`src/rtl/riscv_pkg.sv`:
```
// riscv_pkg: shared ALU op codes, ALU class encodings and the ID/EX issue record
package riscv_pkg;
  localparam int XLEN = 32;
  typedef enum logic [3:0] {
    ALU_AND = 4'b0000,
    ALU_OR  = 4'b0001,
    ALU_ADD = 4'b0010,
    ALU_SUB = 4'b0110,
    ALU_SLT = 4'b0111,
    ALU_SRA = 4'b1000,
    ALU_NOR = 4'b1100,
    ALU_SLL = 4'b1101,
    ALU_SRL = 4'b1110
  } alu_op_e;
  typedef enum logic [1:0] {
    CLS_ADDR   = 2'b00,
    CLS_BRANCH = 2'b01,
    CLS_ARITH  = 2'b10,
    CLS_LUI    = 2'b11
  } alu_class_e;
  typedef struct packed {
    logic [4:0]      rd;
    logic [4:0]      rs1_addr;
    logic [4:0]      rs2_addr;
    logic [XLEN-1:0] rs1_data;
    logic [XLEN-1:0] rs2_data;
    logic [XLEN-1:0] imm;
    logic            use_imm;
    logic            lui;
    logic            illegal;
    alu_op_e         op;
  } issue_t;
endpackage

```
`src/rtl/alu_op_decode.sv`:
```
// alu_op_decode: combinational alu_class/funct3/funct7b5 to ALU op and illegal flag
module alu_op_decode
  import riscv_pkg::*;
(
  input  alu_class_e alu_class_i,
  input  logic [2:0] funct3_i,
  input  logic       funct7b5_i,
  input  logic       use_imm_i,
  output alu_op_e    alu_op_o,
  output logic       illegal_o
);
  alu_op_e arith_op;
  // funct3 decode for the arithmetic class; XOR has no ALU op and falls to AND
  always_comb begin
    arith_op = ALU_AND;
    case (funct3_i)
      3'b000:  arith_op = (funct7b5_i && !use_imm_i) ? ALU_SUB : ALU_ADD;
      3'b001:  arith_op = ALU_SLL;
      3'b010,
      3'b011:  arith_op = ALU_SLT;
      3'b101:  arith_op = funct7b5_i ? ALU_SRA : ALU_SRL;
      3'b110:  arith_op = ALU_OR;
      default: arith_op = ALU_AND;
    endcase
  end
  // class selects the final op; only arithmetic XOR is flagged illegal
  always_comb begin
    alu_op_o  = (alu_class_i == CLS_ARITH)  ? arith_op :
                (alu_class_i == CLS_BRANCH) ? ALU_SUB  : ALU_ADD;
    illegal_o = (alu_class_i == CLS_ARITH) && (funct3_i == 3'b100);
  end
endmodule

```
`src/rtl/id_ex_alu_issue.sv`:
```
// id_ex_alu_issue: ID/EX pipeline register with registered ALU op and live operand forwarding
module id_ex_alu_issue
  import riscv_pkg::*;
#(
  parameter int DATA_W = 32
) (
  input  logic              clk,
  input  logic              rst_n,
  input  logic              in_valid,
  output logic              in_ready,
  input  logic [DATA_W-1:0] rs1_data,
  input  logic [DATA_W-1:0] rs2_data,
  input  logic [4:0]        rs1_addr,
  input  logic [4:0]        rs2_addr,
  input  logic [4:0]        rd_addr,
  input  logic [DATA_W-1:0] imm,
  input  logic              use_imm,
  input  logic [1:0]        alu_class,
  input  logic [2:0]        funct3,
  input  logic              funct7b5,
  input  logic              flush,
  input  logic              ex_stall,
  input  logic              exm_wr,
  input  logic [4:0]        exm_rd,
  input  logic [DATA_W-1:0] exm_data,
  input  logic              mwb_wr,
  input  logic [4:0]        mwb_rd,
  input  logic [DATA_W-1:0] mwb_data,
  output logic              out_valid,
  output logic [4:0]        out_rd,
  output logic              out_illegal,
  output logic [DATA_W-1:0] alu_a,
  output logic [DATA_W-1:0] alu_b,
  output logic [3:0]        alu_op
);
  issue_t            ins_q, ins_d;
  logic              valid_q, valid_d;
  logic              accept;
  alu_op_e           dec_op;
  logic              dec_ill;
  logic [DATA_W-1:0] rs1_fwd, rs2_fwd;

  alu_op_decode u_dec (
    .alu_class_i (alu_class_e'(alu_class)),
    .funct3_i    (funct3),
    .funct7b5_i  (funct7b5),
    .use_imm_i   (use_imm),
    .alu_op_o    (dec_op),
    .illegal_o   (dec_ill)
  );

  assign in_ready = (!valid_q || !ex_stall) && !flush;
  assign accept   = in_valid && in_ready;

  // flush kills, accept loads, a stalled valid holds, anything else bubbles
  always_comb begin
    valid_d = flush ? 1'b0 : accept ? 1'b1 : (valid_q && ex_stall);
    ins_d   = accept ? '{rd: rd_addr, rs1_addr: rs1_addr, rs2_addr: rs2_addr,
                         rs1_data: rs1_data, rs2_data: rs2_data, imm: imm,
                         use_imm: use_imm, lui: alu_class == CLS_LUI,
                         illegal: dec_ill, op: dec_op}
                     : ins_q;
  end

  // pipeline register; reset drops any held instruction immediately
  always_ff @(posedge clk or negedge rst_n) begin
    if (!rst_n) begin
      valid_q <= 1'b0;
      ins_q   <= '0;
    end else begin
      valid_q <= valid_d;
      ins_q   <= ins_d;
    end
  end

  // forwarding reads the held indices every cycle so a stalled op sees newer producers; x0 never forwards
  always_comb begin
    rs1_fwd = (ins_q.rs1_addr != 5'd0 && exm_wr && exm_rd == ins_q.rs1_addr) ? exm_data :
              (ins_q.rs1_addr != 5'd0 && mwb_wr && mwb_rd == ins_q.rs1_addr) ? mwb_data :
              ins_q.rs1_data;
    rs2_fwd = (ins_q.rs2_addr != 5'd0 && exm_wr && exm_rd == ins_q.rs2_addr) ? exm_data :
              (ins_q.rs2_addr != 5'd0 && mwb_wr && mwb_rd == ins_q.rs2_addr) ? mwb_data :
              ins_q.rs2_data;
  end

  assign out_valid   = valid_q;
  assign out_rd      = ins_q.rd;
  assign out_illegal = ins_q.illegal;
  assign alu_op      = ins_q.op;
  assign alu_a       = ins_q.lui ? '0 : rs1_fwd;
  assign alu_b       = (ins_q.use_imm || ins_q.lui) ? ins_q.imm : rs2_fwd;
endmodule

```
`config.mk`:
```
export PLATFORM = sky130hd
export DESIGN_NAME = id_ex_alu_issue
export DESIGN_NICKNAME = d
export VERILOG_FILES = /design/src/rtl/riscv_pkg.sv /design/src/rtl/alu_op_decode.sv /design/src/rtl/id_ex_alu_issue.sv
export SDC_FILE = /design/constraint.sdc
export NUM_CORES = 1
export LEC_CHECK = 0
export CORE_AREA = 2 2 140 128
export CTS_CLUSTER_SIZE = 16
export DETAILED_ROUTE_END_ITERATION = 10
export DIE_AREA = 0 0 142 130
export GPL_ROUTABILITY_DRIVEN = 0
export HOLD_SLACK_MARGIN = 0.1
export PLACE_DENSITY = 0.74
export SETUP_SLACK_MARGIN = 0.4
export SKIP_CTS_REPAIR_TIMING = 1
export SYNTH_ARGS = -nofsm -noshare
export SYNTH_HDL_FRONTEND = slang
export SYNTH_SLANG_ARGS = --single-unit
```
`constraint.sdc`:
```
create_clock -name clk -period 2.5 [get_ports clk]
set_input_delay 0.25 -clock clk [delete_from_list [all_inputs] [get_ports clk]]
set_output_delay 0.25 -clock clk [all_outputs]
set_load 0.01 [all_outputs]
```
[Word level (Yosys, flattened, before mapping)]
Cells that the tools add are included.
Cells by class
  equal/unequal tests: 13
  multiplexer cells: 13
  reduce and logical (&&, ||, !) cells: 23
Operators with widths (number)
  32-bit 2-to-1 mux: 6
  5-bit == test: 4
  4-bit case mux with 5 select lines: 1
  1-bit logical AND: 13
  5-bit nonzero test: 2
  3-bit == test, second input constant: 3
  3-bit 2-to-1 mux: 3
  3-bit by 2-bit == test with 1-bit output, second input constant: 2
  2-bit == test, second input constant: 2
  1-bit zero test: 4
  4-bit 2-to-1 mux: 1
  3-bit by 1-bit == test with 1-bit output, second input constant: 1
  3-bit zero test: 1
  2-bit by 1-bit == test with 1-bit output, second input constant: 1
  1-bit logical OR: 2
  1-bit 2-to-1 mux: 2
  2-bit OR reduction: 1
Word-level totals
  register bits: 119
  input port bits: 199
  output and inout port bits: 76
  logic and storage cells: 60

[Longest topological paths before layout]
Gate-level depths: netlist of the first run.
  word-level depth: 6
  depth in mapped cells: 7
  gate-level depth less buffers: 5

[Cells and area by module]
From an unflattened synthesis of the first run, not the netlist that was laid out.
Unflattened totals
  cell total of the unflattened synthesis: 606
  area, all modules: 6841.6 um2
By module, submodules not included
  id_ex_alu_issue: times used 1, cells an instance 591, area an instance 6731.5 um2, sequential area each 2977.9 um2
  alu_op_decode: times used 1, cells an instance 15, area an instance 110.1 um2, sequential area each 0.0 um2

[Least setup slack after synthesis of the first run]
No wires, ideal clock.
  path type: register to output
  from: reg ins_q[104] (netlist name)
  to: out alu_b[10]
  arrival time: 1.852 ns
  data required time: 2.250 ns
  path slack: 0.398 ns
  cell stages (with the launch flop): 8
  path buffers: 2
  cells stage by stage: dfrtp_1 > or4_1 > nor2_2 > nor4_1 > or2_1 > clkbuf_2 > buf_6 > o221ai_1
Between the ends
  word-level cells in the longest chain between the ends: 6
  elaborated cells between the ends (all ways): 10
  those cells by class: eq/ne: 2; mux: 3; reduce/logical: 5
Ends and longest elaborated chain
  start, declared: line id_ex_alu_issue.sv:36  | issue_t ins_q, ins_d;
  start signal, assigned: line id_ex_alu_issue.sv:72  | ins_q <= ins_d;
  5-bit nonzero test: line id_ex_alu_issue.sv:81, id_ex_alu_issue.sv:82
  1-bit logical AND (2 in a row): line id_ex_alu_issue.sv:82  | (ins_q.rs2_addr != 5'd0 && mwb_wr && mwb_rd == ins_q.rs2_addr) ? mwb_data :
  32-bit 2-to-1 mux: line id_ex_alu_issue.sv:82
  32-bit 2-to-1 mux *: line id_ex_alu_issue.sv:81  | rs2_fwd = (ins_q.rs2_addr != 5'd0 && exm_wr && exm_rd == ins_q.rs2_addr) ? exm_data :
  32-bit 2-to-1 mux *: line id_ex_alu_issue.sv:91  | assign alu_b = (ins_q.use_imm || ins_q.lui) ? ins_q.imm : rs2_fwd;
  end, declared: line id_ex_alu_issue.sv:33  | output logic [DATA_W-1:0] alu_b,
Every way passes the cells marked *; elsewhere a longest branch is shown, timed or not.

[Final worst setup path of the first run]
  from: reg ins_q[112] (netlist name)
  to: out alu_a[0]
Between the ends
  word-level cells in the longest chain between the ends: 6
  elaborated cells between the ends (all ways): 10
  those cells by class: eq/ne: 2; mux: 3; reduce/logical: 5
Ends and longest elaborated chain
  5-bit nonzero test: line id_ex_alu_issue.sv:78, id_ex_alu_issue.sv:79
  1-bit logical AND (2 in a row): line id_ex_alu_issue.sv:79  | (ins_q.rs1_addr != 5'd0 && mwb_wr && mwb_rd == ins_q.rs1_addr) ? mwb_data :
  32-bit 2-to-1 mux: line id_ex_alu_issue.sv:79
  32-bit 2-to-1 mux *: line id_ex_alu_issue.sv:78  | rs1_fwd = (ins_q.rs1_addr != 5'd0 && exm_wr && exm_rd == ins_q.rs1_addr) ? exm_data :
  32-bit 2-to-1 mux *: line id_ex_alu_issue.sv:90  | assign alu_a = ins_q.lui ? '0 : rs1_fwd;
  end, declared: line id_ex_alu_issue.sv:32  | output logic [DATA_W-1:0] alu_a,
Marks and branches as above.

==> results of run 1 <==
worst max-delay path by stage:
| stage | end | slack (ns) | from |
|---|---|---|---|
| global route | alu_a[0] | -0.44 | ins_q[112] |
| CTS | alu_b[30] | -0.82 | ins_q[104] |
| finish | alu_a[0] | -0.37 | ins_q[112] |
| global placement | alu_a[7] | -0.52 | exm_rd[2] |
| detailed placement | alu_a[7] | -0.52 | exm_rd[2] |
| floorplan | alu_b[10] | 0.40 | ins_q[104] |
layer usage:
layer | track usage, % | part of all wire, % | vias to the layer above
met5 | 0 | 0 | -
met3 | 7.083 | 7.5 | 62
li1 | - | - | 2753
met4 | 9.059 | 4.1 | 0
met2 | 38.79 | 48 | 270
met1 | 26.74 | 41 | 2982
through the flow:
step	cell area (um^2)	hold WS, ns	utilization (%)	instances
3_5_place_dp	9787	0.4070	56.87	1083
2_1_floorplan	6663	-0.04559	-	608
4_1_cts	10420	-0.03249	60.56	1115
3_3_place_gp	9787	0.3971	56.87	1083
5_1_grt	10940	0.4044	63.56	1141
6_report	10940	0.4056	63.56	1141
critical path: cells and delay by family (launching register included):
kind	cells	cell delay, ns
compound gates	1	0.07
xor+xnor	1	0.14
buf+inv	4	0.68
flops	1	0.43
simple gates	3	0.87
cell usage after synthesis:
master	count
a211oi_1	1
a21oi_1	3
a311oi_1	2
a311oi_2	30
a31oi_1	1
buf_1	10
buf_2	11
buf_4	15
buf_6	4
clkbuf_1	13
clkbuf_2	1
dfrtp_1	119
inv_1	33
mux2_2	112
mux2i_1	33
nand2_1	106
nand2b_1	4
nand4_1	4
nor2_1	34
nor2_2	2
nor2b_1	1
nor3_1	1
nor3_2	1
nor4_1	1
nor4_2	1
o21ai_0	4
o221ai_1	32
o31ai_1	3
or2_1	1
or2_2	1
or4_1	4
xnor2_1	14
xor2_1	6
power by group:
group / internal, mW / switching [mW]
clock: 1.77 / 0.888
combinational: 1.35 / 1.10
sequential: 2.25 / 0.174
kinds of logic after synthesis:
kind of cell	synth area share [%]
AO/OA/AOI/OAI	12.30
AND/OR/NAND/NOR	10.07
buffers and inverters	6.423
flip-flops	44.69
multiplexers	23.89
XOR/XNOR	2.629
layout make-up:
class | instances | area (um^2)
fill | 1427 | 6271
multi-input combinational | 402 | 3650
timing repair buffer | 339 | 3281
sequential | 119 | 2979
clock buffer | 24 | 491.7
tap | 216 | 270.3
clock inverter | 8 | 142.6
inverter | 33 | 123.9
state kept, by name, indices dropped and copies added (netlist names):
signal and count:
alu_op 4, out_rd 5, out_illegal 1, ins_q 108
out_valid 1
==> metrics.cfg, run 1 <==
[status]
status=finished with violations
violations=negative setup slack

[route]
first_pass_iters=4
route.vias.total=6067
drt-wirelength-per-cell_um=21.02
drc=0
viasPerCell=5.317
finalWirelength_um=23990
drt_iter0_drc=196
drtAntennaViolNets=0

[sta]
finalClockSkew_ns=0.008840
slew_headroom_pct=53.11
fmax_mhz=348.6
slew_violations=0
fin_tns_setup_ns=-17.68
timing.final.crit_period_ns=2.869
finalHoldViolations=0
setup_violations=64
rsz0062_at_grt=yes
tightest_slew_ns=0.7033
finalCritPeriodShare_pct=114.7
layout_setup_ws_ns=-0.3687

[synth]
synthesis.area_um2=6663
ys_ff_latch=119
syn_area_per_cell_um2=10.96
synth_top_area_share_pct=44.69
netlist_top_cells_area=dfrtp_1 (45%), mux2_2 (19%), a311oi_2 (6.8%)
ys_warn_count=0
yosysUniqueCellTypes=33
synthCells=608
seq_area_frac_synth_pct=44.69
synth_nets=807
post-synth-top-area-cell=dfrtp_1

[worst_setup_path]
timing.rr.end=ins_q[82]
path_max_fanout=6
cp_data_required_time_ns=2.25
crit_slowest_cell=or4_4
critical_path_class=flip-flop to output pin
reg2reg_depth=4
crit_path_start_kind=flip-flop
cpMostUsedCell=buf_6
regToRegSetupSlack_ns=0.79
cp_cell_sequence=buf_6, xnor2_2, nand4_1, or4_4, buf_6, clkbuf_16, nor2_1, a311oi_2, buf_2
crit_arrival_ns=2.62
rr_startpoint=out_valid
cpPeakStageDelay_ns=0.63
crit_path_end_kind=output pin

[floorplan]
die_x_um=142
die_area_um2=18460
core_um2=17210
die_y_um=130
start_util_pct=38.72
core.rowCount=46
io_pins=275

[cts]
clk_latency_ns=0.42
cts_buffer_depth=2
clock-root-buffer=clkbuf_16
clock-sinks=119
clk_pin_slew_worst_paths_ns=0.06
htreeDepth=4
cts_tree=done
cts_buffers=17

[min_path]
hold_start=flush
hold_path_depth=2
min_to=out_valid
hold_class=input port to flip-flop

[global_routing]
grt_pass1_vias=5995
grt_first_pass_wirelength_um=31950
grt_overflow=0
grt_max_degree=120
antenna_found_initial=0
track_usage_pct=22.66

[layout]
synthToLayoutAreaGrowth_pct=64.17
num-nets-final=1111
layout_common_cells=clkdlybuf4s50_1 (209), dfrtp_1 (118), mux2_2 (112)
final_common_cell=clkdlybuf4s50_1
diodes=0
drive_above_1_share_pct=39.89

[power]
ir_worst_vdd_uv=451.2
p_per_area_nw_per_um2=688.9
total_power_mw=7.535
p_leak_nw=4.619

[flow_run]
maxCapViolCount=0

[placed_design]
place_ws_ns=-0.5167
dp_hpwl_um=15160
io_buffers=274

Power figures use the tool's default switching activity.
==> inputs of run 2 (changes only) <==
RECOVER_POWER = 50   (was not set)
==> run 2 against run 1 <==
The flow finishes with violations (max-capacitance violations, max-slew violations, negative setup slack). Sequential share of layout area hardly changed. Power hardly changed. Cell count stayed put. Die area stayed put. Count of clock-buffer cells in the layout stayed put. Via count is 0.21% higher. Global-route usage stayed put. Critical path type unchanged.
==> metrics.cfg, run 2 (synthesis results as in run 1) <==
[layout]
regMostFlops=ins_q
fill_cells=1429
final_cells=1141
diodes=0
synthToLayoutAreaGrowth_pct=63.87
drive_above_1_share_pct=39.78
regArea_um2=2979
fin_area_um2=10920
finalCoreUtilization_pct=63.44
layout_common_cells=clkdlybuf4s50_1 (209), dfrtp_1 (118), mux2_2 (112)
num-nets-final=1111
final_common_cell=clkdlybuf4s50_1
multiInputGateArea_um2=3642
largest_reg_flops=108

[route]
viasPerCell=5.329
drtAntennaViolNets=0
drc=0
route.vias.total=6080
first_pass_iters=4
drt_iter0_drc=180
drt-wirelength-per-cell_um=21.07
finalWirelength_um=24040

[sta]
slew_violations=120
rsz0062_at_grt=yes
slew_headroom_pct=-11.49
fin_tns_setup_ns=-17.51
finalClockSkew_ns=0.009161
finalCritPeriodShare_pct=114.6
layout_setup_ws_ns=-0.3638
holdWs_ns=0.4091
finalHoldViolations=0
fmax_mhz=349.2
tightest_slew_ns=1.672
timing.final.crit_period_ns=2.864
setup_violations=64

[worst_setup_path]
crit_arrival_ns=2.61
cp_cell_sequence=buf_6, xnor2_2, nand4_1, or4_4, buf_6, clkbuf_16, nor2_1, a311oi_2, buf_2
path_max_fanout=6
crit_slowest_cell=or4_4
path_delay_family=simple AND/OR/NAND/NOR gates
cpPeakStageDelay_ns=0.63
cp_data_required_time_ns=2.25
critPathLaunch=ins_q[112]
crit_path_start_kind=flip-flop
critical_path_class=flip-flop to output pin
critPathBufInv=4
rr_startpoint=out_valid
crit_path_end_kind=output pin
cpMostUsedCell=buf_6

[power]
p_per_area_nw_per_um2=689.9
ir_worst_vdd_uv=447.8
p_leak_nw=4.609
total_power_mw=7.532

[cts]
cts_buffers=17
clock-root-buffer=clkbuf_16
cts_buffer_depth=2
clk_latency_ns=0.41
clock-sinks=119
clk_pin_slew_worst_paths_ns=0.06
htreeDepth=4
cts_tree=done

[floorplan]
die_area_um2=18460
die_y_um=130
io_pins=275
core.rowCount=46
start_util_pct=38.72
core_um2=17210
die_x_um=142

[global_routing]
grt_max_degree=120
grt_overflow=0
track_usage_pct=22.66
grt_first_pass_wirelength_um=31950
grt_util_met1_pct=26.74
grt_pass1_vias=5995
grt_busiest_layer=met2
antenna_found_initial=0
grt_use_met2_pct=38.79
use_met3_pct=7.083

[placed_design]
place_ws_ns=-0.5167
io_buffers=274
place_area_um2=9787
dp.cells=1083
dp_hpwl_um=15160

[flow_run]
maxCapViolCount=1

[min_path]
hold_class=input port to flip-flop
hold_start=flush

[status]
violations=max-capacitance violations, max-slew violations, negative setup slack
status=finished with violations

-- run 2: final cells by class --
cell class,count,area share [%]
clock buffers,24,4.504
well taps,216,2.475
inverters,33,1.135
clock inverters,8,1.306
multi-input cells,402,33.36
repair buffers,339,29.93
flip-flops and latches,119,27.29
-- run 2: worst register-to-register path, cell delays in order (launching register included) --
cell and delay, ns:
dfrtp_1 0.40, a21oi_1 0.20, nand2_1 0.59, buf_12 0.46
mux2_2 0.35
-- run 2: worst paths after layout --
kind                                   to  slack [ns]  depth (start not counted)
max in group asynchronous        ins_q[5]        0.40                          3
worst max-delay path             alu_a[0]       -0.36                          9
worst min register to register  alu_op[2]        0.48                          2
min in group asynchronous       ins_q[45]        0.94                          3
worst min-delay path            out_valid        0.41                          2
worst max register to register  ins_q[82]        0.38                          4
-- run 2: power breakdown --
group | switching (mW) | internal, mW
sequential | 0.173 | 2.25
combinational | 1.10 | 1.35
clock | 0.888 | 1.77
-- run 2: metal layers --
layer | up-vias | share of wire, %
met3 | 56 | 7.3
li1 | 2755 | -
met1 | 2999 | 41
met2 | 270 | 48
met4 | 0 | 4.0
met5 | - | 0
==> inputs of run 3 (changes only) <==
CTS_CLUSTER_SIZE = not set   (was 16)
GPL_TIMING_DRIVEN = 0   (was not set)
==> run 3 against run 2 <==
The run ends with negative setup slack left. Largest power group unchanged. Clock skew fell by 0.0022 ns. Core utilization rose by 0.34 points. Cell area rose by 0.54%. Critical path depth fell by 1. Register-to-register slack improved by 0.13 ns. Flip-flop and latch count did not move. Fmax rose by 2.4%. Cell count rose by 1.2%. Count of clock-buffer cells in the layout fell by 5.
==> metrics.cfg, run 3 (synthesis results as in run 1) <==
[status]
status=finished with violations
violations=negative setup slack

[floorplan]
core_um2=17210
die_x_um=142
core.rowCount=46
start_util_pct=38.72
io_pins=275
die_y_um=130
die_area_um2=18460

[power]
p_switching_mw=2.206
p_leak_nw=4.590
power.share.switching_pct=29.75
pwr-share-seq_pct=33.1
ir_worst_vdd_uv=616.1
combPwrFrac_pct=33.2
p_int_mw=5.209
p_clk_share_pct=33.6
p_per_area_nw_per_um2=675.5

[global_routing]
grt_first_pass_wirelength_um=32890
antenna_found_initial=1
track_usage_pct=23.62
grt_overflow=0
grt_pass1_vias=6087
grt_max_degree=65

[route]
route.vias.total=6014
first_pass_iters=6
viasPerCell=5.207
drt-wirelength-per-cell_um=20.01
drtAntennaViolNets=0
drc=0
drt_iter0_drc=204
finalWirelength_um=23110

[layout]
finalCoreUtilization_pct=63.79
synthToLayoutAreaGrowth_pct=64.75
layout_common_cells=clkdlybuf4s50_1 (204), dfrtp_1 (115), mux2_2 (112)
final_common_cell=clkdlybuf4s50_1
final_cells=1155
num-nets-final=1124
drive_above_1_share_pct=39.55
regMostFlops=ins_q
largest_reg_flops=108

[sta]
slew_violations=0
setup_violations=64
finalCritPeriodShare_pct=111.8
finalClockSkew_ns=0.006930
finalHoldViolations=0
slew_headroom_pct=4.138
layout_setup_ws_ns=-0.2954
tightest_slew_ns=1.438
fmax_mhz=357.7
fin_tns_setup_ns=-14.60
timing.final.crit_period_ns=2.795
rsz0062_at_grt=yes

[worst_setup_path]
reg2reg_depth=5
regToRegSetupSlack_ns=0.51
timing.rr.end=ins_q[23]
crit_path_end_kind=output pin
critical_path_class=flip-flop to output pin
cp_data_required_time_ns=2.25
path_max_fanout=7
crit_path_start_kind=flip-flop
rr_startpoint=out_valid
crit_arrival_ns=2.55

[cts]
htreeDepth=4
clk_latency_ns=0.41
cts_buffers=17
cts_buffer_depth=2
clock-sinks=119
clock-root-buffer=clkbuf_16
cts_tree=done
clk_pin_slew_worst_paths_ns=0.06

[flow_run]
maxCapViolCount=0

[placed_design]
dp_hpwl_um=16090
io_buffers=274
dp.cells=1099

[min_path]
hold_start=flush
min_to=out_valid
hold_class=input port to flip-flop
hold_path_depth=2

[run 3: cell count changes in the layout (fill, tap and decap cells not counted), sizes merged]
cell	before	now
diode	0	1
buf	120	108
bufinv	4	3
clkdlybuf4s50	209	204
clkbuf	33	53
clkinvlp	1	3
dlygate4sd3	1	6
clkinv	3	7
[run 3: worst max-delay path by stage]
stage                          start  slack [ns]         to  cells after the start
after global placement         rst_n       -3.78  ins_q[62]                      1
after CTS                 ins_q[108]       -1.13  alu_a[12]                      6
after global routing      ins_q[104]       -0.36   alu_b[5]                      9
after detailed placement   mwb_rd[3]       -1.02  alu_a[12]                      8
final                     ins_q[112]       -0.30  alu_a[29]                      8
after floorplan           ins_q[104]        0.40  alu_b[10]                      7
[run 3: layout make-up]
cell class	count	area, um^2
Antenna cell	1	2.502
Clock buffer	19	442.9
Timing Repair Buffer	298	2785
Inverter	33	123.9
Buffer	54	515.5
Multi-Input combinational cell	402	3699
Fill cell	1399	6232
Sequential cell	119	2983
Tap cell	216	270.3
Clock inverter	13	155.1
[run 3: metrics by stage]
stage | hold WS (ns) | worst slack (ns) | power (mW) | instance area (um^2)
CTS | -0.1903 | -1.134 | 7.325 | 10300
floorplan | -0.04559 | 0.3978 | 3.559 | 6663
global route | 0.4065 | -0.3632 | 7.766 | 10980
global placement | 0.4626 | -3.784 | 4.766 | 9676
finish | 0.3968 | -0.2954 | 7.414 | 10980
detailed placement | 0.2511 | -1.021 | 4.807 | 9704
[run 3: layer usage]
metal / track usage, % / wire, um / up-vias
met5: 0 / 0 / -
met2: 39.56 / 11100 / 228
li1: - / - / 2801
met1: 29.39 / 9945 / 2945
met3: 7.229 / 1618 / 40
met4: 7.647 / 447 / 0
[run 3: power groups by stage]
stage | clock, mW | combinational (mW) | sequential (mW)
2_1_floorplan | 0 | 1.15 | 2.41
3_3_place_gp | 0 | 2.31 | 2.46
3_5_place_dp | 0 | 2.34 | 2.47
4_1_cts | 2.54 | 2.35 | 2.44
5_1_grt | 2.63 | 2.64 | 2.50
6_report | 2.49 | 2.46 | 2.46
[run 3: worst max-delay path, cell delays in order (launching register included)]
cell and delay, ns:
dfrtp_2 0.44, or4_4 0.56, nor2_4 0.15, or4_4 0.15, buf_12 0.14, buf_8 0.14, nand2_4 0.05, a311oi_4 0.32
buf_2 0.20
